<file path="src/rtl/pc_gen_pkg.sv">
// Shared encodings and default vectors for the fetch PC generator.
package pc_gen_pkg;

   typedef enum logic [1:0] {
      PC_SEQ = 2'b00,
      PC_BR  = 2'b01,
      PC_J   = 2'b10,
      PC_JR  = 2'b11
   } pc_sel_e;

   typedef enum logic [2:0] {
      BR_BEQ  = 3'b000,
      BR_BNE  = 3'b001,
      BR_BLTZ = 3'b010,
      BR_BGEZ = 3'b011,
      BR_BLEZ = 3'b100,
      BR_BGTZ = 3'b101
   } br_op_e;

   typedef enum logic {
      NORMAL = 1'b0,
      IN_EXC = 1'b1
   } exc_state_e;

   localparam logic [31:0] RESET_VEC_DEF = 32'h0000_0000;
   localparam logic [31:0] EXC_VEC_DEF   = 32'h0000_0080;

endpackage

</file>
<file path="src/rtl/br_cond.sv">
// Branch-condition evaluation on forwarded ID-stage operands.
module br_cond
   import pc_gen_pkg::*;
#(
   parameter int ADDR_W = 32
) (
   input  logic [2:0]        br_op,
   input  logic [ADDR_W-1:0] rs_val,
   input  logic [ADDR_W-1:0] rt_val,
   output logic              taken
);

   logic rs_neg;
   logic rs_zero;

   assign rs_neg  = rs_val[ADDR_W-1];
   assign rs_zero = (rs_val == '0);

   always_comb begin
      taken = 1'b0;
      // Opcodes outside the defined set fall through as never-taken.
      case (br_op)
         BR_BEQ:  taken = (rs_val == rt_val);
         BR_BNE:  taken = (rs_val != rt_val);
         BR_BLTZ: taken = rs_neg;
         BR_BGEZ: taken = !rs_neg;
         BR_BLEZ: taken = rs_neg | rs_zero;
         BR_BGTZ: taken = !rs_neg & !rs_zero;
         default: taken = 1'b0;
      endcase
   end

endmodule

</file>
<file path="src/rtl/pc_gen.sv">
// Fetch PC generator with branch/jump redirect and single-level exception state.
//   state  | meaning
//   NORMAL | executing normal code, exc_level = 0
//   IN_EXC | inside the exception handler, exc_level = 1, epc valid
module pc_gen
   import pc_gen_pkg::*;
#(
   parameter int                ADDR_W    = 32,
   parameter logic [ADDR_W-1:0] RESET_VEC = ADDR_W'(RESET_VEC_DEF),
   parameter logic [ADDR_W-1:0] EXC_VEC   = ADDR_W'(EXC_VEC_DEF)
) (
   input  logic              clk,
   input  logic              rst_n,
   input  logic              stall,
   input  logic [ADDR_W-1:0] pc_id,
   input  logic [1:0]        pc_sel,
   input  logic [2:0]        br_op,
   input  logic [15:0]       br_imm,
   input  logic [ADDR_W-1:0] rs_val,
   input  logic [ADDR_W-1:0] rt_val,
   input  logic [25:0]       jaddr,
   input  logic [ADDR_W-1:0] jr_target,
   input  logic              exc_req,
   input  logic [ADDR_W-1:0] exc_pc,
   input  logic              eret,
   output logic [ADDR_W-1:0] pc_if,
   output logic              flush,
   output logic              exc_level,
   output logic [ADDR_W-1:0] epc
);

   exc_state_e        state;
   logic [ADDR_W-1:0] pc4;
   logic [ADDR_W-1:0] pc4_id;
   logic [ADDR_W-1:0] br_tgt;
   logic [ADDR_W-1:0] j_tgt;
   logic [ADDR_W-1:0] target;
   logic              br_taken;
   logic              redirect;
   logic              exc_accept;
   logic              eret_ok;

   br_cond #(.ADDR_W(ADDR_W)) u_br_cond (
      .br_op  (br_op),
      .rs_val (rs_val),
      .rt_val (rt_val),
      .taken  (br_taken)
   );

   assign pc4    = pc_if + ADDR_W'(4);
   assign pc4_id = pc_id + ADDR_W'(4);
   assign br_tgt = pc4_id + {{(ADDR_W-18){br_imm[15]}}, br_imm, 2'b00};
   // Jump region comes from the fetch-side pc4, not the ID PC.
   assign j_tgt  = {pc4[ADDR_W-1:28], jaddr, 2'b00};

   always_comb begin
      redirect = 1'b0;
      target   = pc4;
      case (pc_sel_e'(pc_sel))
         PC_SEQ: begin
            redirect = 1'b0;
            target   = pc4;
         end
         PC_BR: begin
            redirect = br_taken;
            target   = br_tgt;
         end
         PC_J: begin
            redirect = 1'b1;
            target   = j_tgt;
         end
         PC_JR: begin
            redirect = 1'b1;
            target   = jr_target;
         end
         default: begin
            redirect = 1'b0;
            target   = pc4;
         end
      endcase
   end

   assign exc_accept = exc_req & (state == NORMAL);
   assign eret_ok    = eret & (state == IN_EXC);
   // Gated by rst_n so a pending request cannot flush while held in reset.
   assign flush      = rst_n & (exc_accept | (!stall & (eret_ok | redirect)));
   assign exc_level  = (state == IN_EXC);

   always_ff @(posedge clk or negedge rst_n) begin
      if (!rst_n) begin
         state <= NORMAL;
         pc_if <= RESET_VEC;
         epc   <= '0;
      end else begin
         case (state)
            NORMAL: begin
               if (exc_accept) begin
                  state <= IN_EXC;
                  pc_if <= EXC_VEC;
                  epc   <= exc_pc;
               end else if (!stall) begin
                  pc_if <= redirect ? target : pc4;
               end
            end
            IN_EXC: begin
               if (!stall) begin
                  if (eret_ok) begin
                     state <= NORMAL;
                     pc_if <= epc;
                  end else begin
                     pc_if <= redirect ? target : pc4;
                  end
               end
            end
            default: begin
               state <= NORMAL;
               pc_if <= RESET_VEC;
            end
         endcase
      end
   end

endmodule

</file>
<file path="config.mk">
export PLATFORM = sky130hd
export DESIGN_NAME = pc_gen
export DESIGN_NICKNAME = d
export VERILOG_FILES = /design/src/rtl/pc_gen_pkg.sv /design/src/rtl/br_cond.sv /design/src/rtl/pc_gen.sv
export SDC_FILE = /design/constraint.sdc
export NUM_CORES = 1
export LEC_CHECK = 0
export BUFFER_PORTS_ARGS = -buffer_cell sky130_fd_sc_hd__buf_4
export CORE_AREA = 10 10 158 160
export CTS_BUF_LIST = sky130_fd_sc_hd__clkbuf_16
export DETAILED_ROUTE_END_ITERATION = 16
export DIE_AREA = 0 0 168 170
export PLACE_DENSITY = 0.63
export REMOVE_ABC_BUFFERS = 1
export SETUP_SLACK_MARGIN = 0.2
export SYNTH_ARGS = -nofsm -noshare
export SYNTH_HDL_FRONTEND = slang
export SYNTH_HIERARCHICAL = 1
export SYNTH_SLANG_ARGS = --single-unit
</file>
<file path="constraint.sdc">
create_clock -name clk -period 4.25 [get_ports clk]
set_input_delay 0.85 -clock clk [delete_from_list [all_inputs] [get_ports clk]]
set_output_delay 0.85 -clock clk [all_outputs]
set_load 0.1 [all_outputs]
</file>
==> impl_summary.md <==
Place
Port buffering added 277 buffers. The pre-CTS setup slack is 0.202 ns. The HPWL after detailed placement is 22.8 mm. The final weighted congestion in routability-driven placement is 0.973. The number of placed instances with taps included is 1342.

Synth
Counting flops and latches in the post-synthesis netlist gives 65. Yosys printed 6 warnings. Counting every instance in the synthesized netlist gives 803. For this run, the register share of the synthesized area comes to 0.252. The most used flip-flop cell after synthesis is dfrtp_1.

After synthesis, the share of flip-flops with an asynchronous set or reset is 1.00. The number of flops mapped to enable cells by yosys is 0. The post-synthesis cell type count is 63. The mapped netlist covers 6460 um^2. The average instance area after synthesis is 8.05 um^2.

Clock tree
The post-CTS resize count is 1. The cell at the root of the clock tree is clkbuf_16. The H-tree depth is 3. TritonCTS built the clock tree. The number of CTS-inserted buffers is 9. The number of setup buffers added after CTS is 0. The number of sinks driven by the clock tree is 65. In this run the deepest clock path goes through 2 buffers.

Clock-pin slew was measured on the worst setup and hold paths at 0.05 ns. The clock latency on the worst-skew pair is 0.33 ns. The number of hold buffers added after cts is 0.

Timing
Final hold analysis gives a worst-case slack of 0.410 ns. Of the available clock period, the critical path in the final layout requires 0.931. The final-report max-slew violation count is 0. The actual transition at the worst max-transition pin is 0.789 ns. The number of hold-slack violations in the final timing report is 0.

The worst max-slew margin expressed relative to the limit is 0.474. Setup violations remaining at the end of the flow were counted as 0. For the final routed database, the setup TNS stands at 0 ns. Setup repair after global routing left no endpoint under its margin. The largest clock skew in the final design is 0.00913 ns. Across all setup checks in the final design, the least slack found is 0.294 ns. The time the final worst path needs with I/O delays and setup is 3.96 ns. The upper clock frequency limit is 0.253 GHz.

Die
The x dimension of the die is 168 um. The cell row count is 54. Measured along the y axis, the die boundary spans 170 um. The number of top-level pins is 278.

The die covers 28600 um^2. The initial utilization of the core area, before any placement, comes to 0.298. The core region is 21700 um^2.

Global route
Across every metal layer, demand over resource in global routing totals 0.186. The via count of the first global-routing pass is 7289. The maximum number of pins on one net before global-route repair is 46. The final global-route overflow total is 0. The first global-routing pass estimated 42.3 mm of wire. The number of antenna violations at the first check in global routing came to 0.

Power
In this run the power density over the cells is 416 nW/um^2. The worst-case IR drop observed on VDD is 0.176 mV. For this design the static power due to leakage is 0.00448 uW.

Cells and area
The final core utilization is 0.423. The number of nets in the layout is 1344. The area growth from synthesis to layout is 41.8%. The count of non-filler cells in the finished layout is 1357. Of the cells placed in the final design, the portion with a size suffix greater than 1 is 0.305.

The number of antenna diodes in the final layout is 0. The library cell used most frequently in the layout, excluding fill and tap cells, is buf_4. The top cell types in the final layout, fill and taps aside, are buf_4 (292), nand2_1 (145), dfrtp_1 (65).

Detailed routing
The total wire length after detailed routing is 28.1 mm. The via density per instance is 5.25. The first detailed-routing pass ran for 5 iterations. The detailed-route via count is 7125. The routed wire length per instance is 20.7 um. The residual antenna-violating net count after detailed routing is 0. The number of remaining DRC errors is 0. The first-iteration detailed-routing DRC count is 433.

Critical path
The slowest cell on the critical path is nor4_1. The critical path goes through buf_4 -> nor4_1 -> nand4_1 -> o21ai_0 -> nor4b_1 -> nand3b_1 -> and2_1 -> nor2_1 -> a21oi_1 -> o21a_1 -> buf_4. The startpoint identified for the worst register-to-register timing path is pc_if[5]. The peak fanout along the critical path is 2.

By instance count, the cell type seen most on the critical path is buf_4. The delay of the slowest cell on the worst path is 0.49 ns. The element type at the critical path end is a primary output. The worst register-to-register path ends at pc_if[29]. STA puts the critical path data arrival time at 3.11 ns. The depth of the worst register-to-register path is 9.

Data on the critical path is required at its endpoint by 3.40 ns. The path type of the worst setup path is in -> out. The worst setup path is launched from an input port.

The internal reg-to-reg setup slack is 1.57 ns.

Hold path
In this run the worst hold path is classified as in -> async.

Status
The flow ran to the end, and the final reports show no timing, DRC or antenna violations.

Flow run
The tool flagged a number of max-cap violations equal to 0.
## worst max path at each step
stage                           from     to  slack, ns
final                      rs_val[9]  flush       0.29
after detailed placement  rs_val[25]  flush       0.20
after floorplan            exc_level  flush       0.04
after CTS                  rs_val[8]  flush       0.23
after global routing       rs_val[9]  flush       0.21
after global placement    rs_val[25]  flush       0.26
## flip-flops by register name, indices dropped and copies added (netlist names)
signal	count
epc	32
exc_level	1
pc_if	32
## cell type report
| class | instances | area (um^2) |
|---|---|---|
| Fill cell | 2191 | 12500 |
| Multi-Input combinational cell | 690 | 4690 |
| Timing Repair Buffer | 292 | 2190 |
| Sequential cell | 65 | 1630 |
| Tap cell | 280 | 350 |
| Clock buffer | 9 | 225 |
| Inverter | 15 | 56.3 |
| Clock inverter | 6 | 27.5 |
## metrics by stage
| stage | instance area [um^2] | power (uW) |
|---|---|---|
| final | 9170 | 3820 |
| after global routing | 9170 | 4010 |
| after CTS | 9150 | 3840 |
| after detailed placement | 8890 | 3170 |
| after global placement | 8890 | 3160 |
| after floorplan | 6340 | 2450 |
## per-layer routing
layer	GRT usage	part of all wire	wire [um]	vias to the layer above
met1	0.220	0.41	11500	3314
met4	0.0590	0.027	758	0
li1	-	-	-	3477
met3	0.0560	0.084	2370	33
met2	0.316	0.48	13500	301
met5	0	0	0	-
## Yosys cell counts (4+ instances only)
| cell | instances | area, um^2 |
|---|---|---|
| buf_1 | 7 | 26.3 |
| o21ai_0 | 35 | 175 |
| nor2b_1 | 7 | 43.8 |
| nor3_1 | 8 | 40.0 |
| nor4_2 | 5 | 62.6 |
| a21o_1 | 13 | 97.6 |
| ha_1 | 58 | 726 |
| xnor2_1 | 29 | 254 |
| o21a_1 | 10 | 75.1 |
| nand4_1 | 11 | 68.8 |
| clkbuf_1 | 25 | 93.8 |
| nor4_1 | 12 | 75.1 |
| o211ai_1 | 10 | 75.1 |
| nand2_1 | 145 | 544 |
| o22ai_1 | 6 | 37.5 |
| and3_1 | 20 | 125 |
| a31oi_1 | 9 | 56.3 |
| a211oi_1 | 21 | 158 |
| and4_1 | 6 | 52.6 |
| nor2_1 | 48 | 180 |
| nand3_1 | 19 | 95.1 |
| xor2_1 | 52 | 455 |
| a22oi_1 | 4 | 30.0 |
| a221oi_1 | 9 | 78.8 |
| inv_1 | 14 | 52.6 |
| nand2b_1 | 7 | 43.8 |
| dfrtp_1 | 65 | 1630 |
| mux2i_1 | 21 | 210 |
| and2_1 | 7 | 43.8 |
| a21oi_1 | 64 | 320 |
| o221ai_1 | 4 | 35.0 |
## logic make-up (layout without fill, tap and decap cells)
kind of cell    after synthesis  after routing  synth area share
simple gates                306            306             0.228
compound gates              220            220             0.230
xor+xnor                     81             81             0.110
flops                        65             65             0.252
fa+ha+maj                    59             59             0.115
buf+inv                      48            322            0.0281
mux                          24             24            0.0377
## report_power, final
part           leakage [uW]  switching [uW]  internal (uW)
clock network      0.000125             270            382
logic               0.00354            1610            626
registers          0.000808             175            751
total               0.00448            2060           1760
## critical path: cells and delay by family
family / cells / cell delay [ns]
AOI/OAI and AO/OA: 3 / 0.50
buffers and inverters: 2 / 0.35
and+or+nand+nor: 6 / 1.41
(Power assumes the default switching activity.)
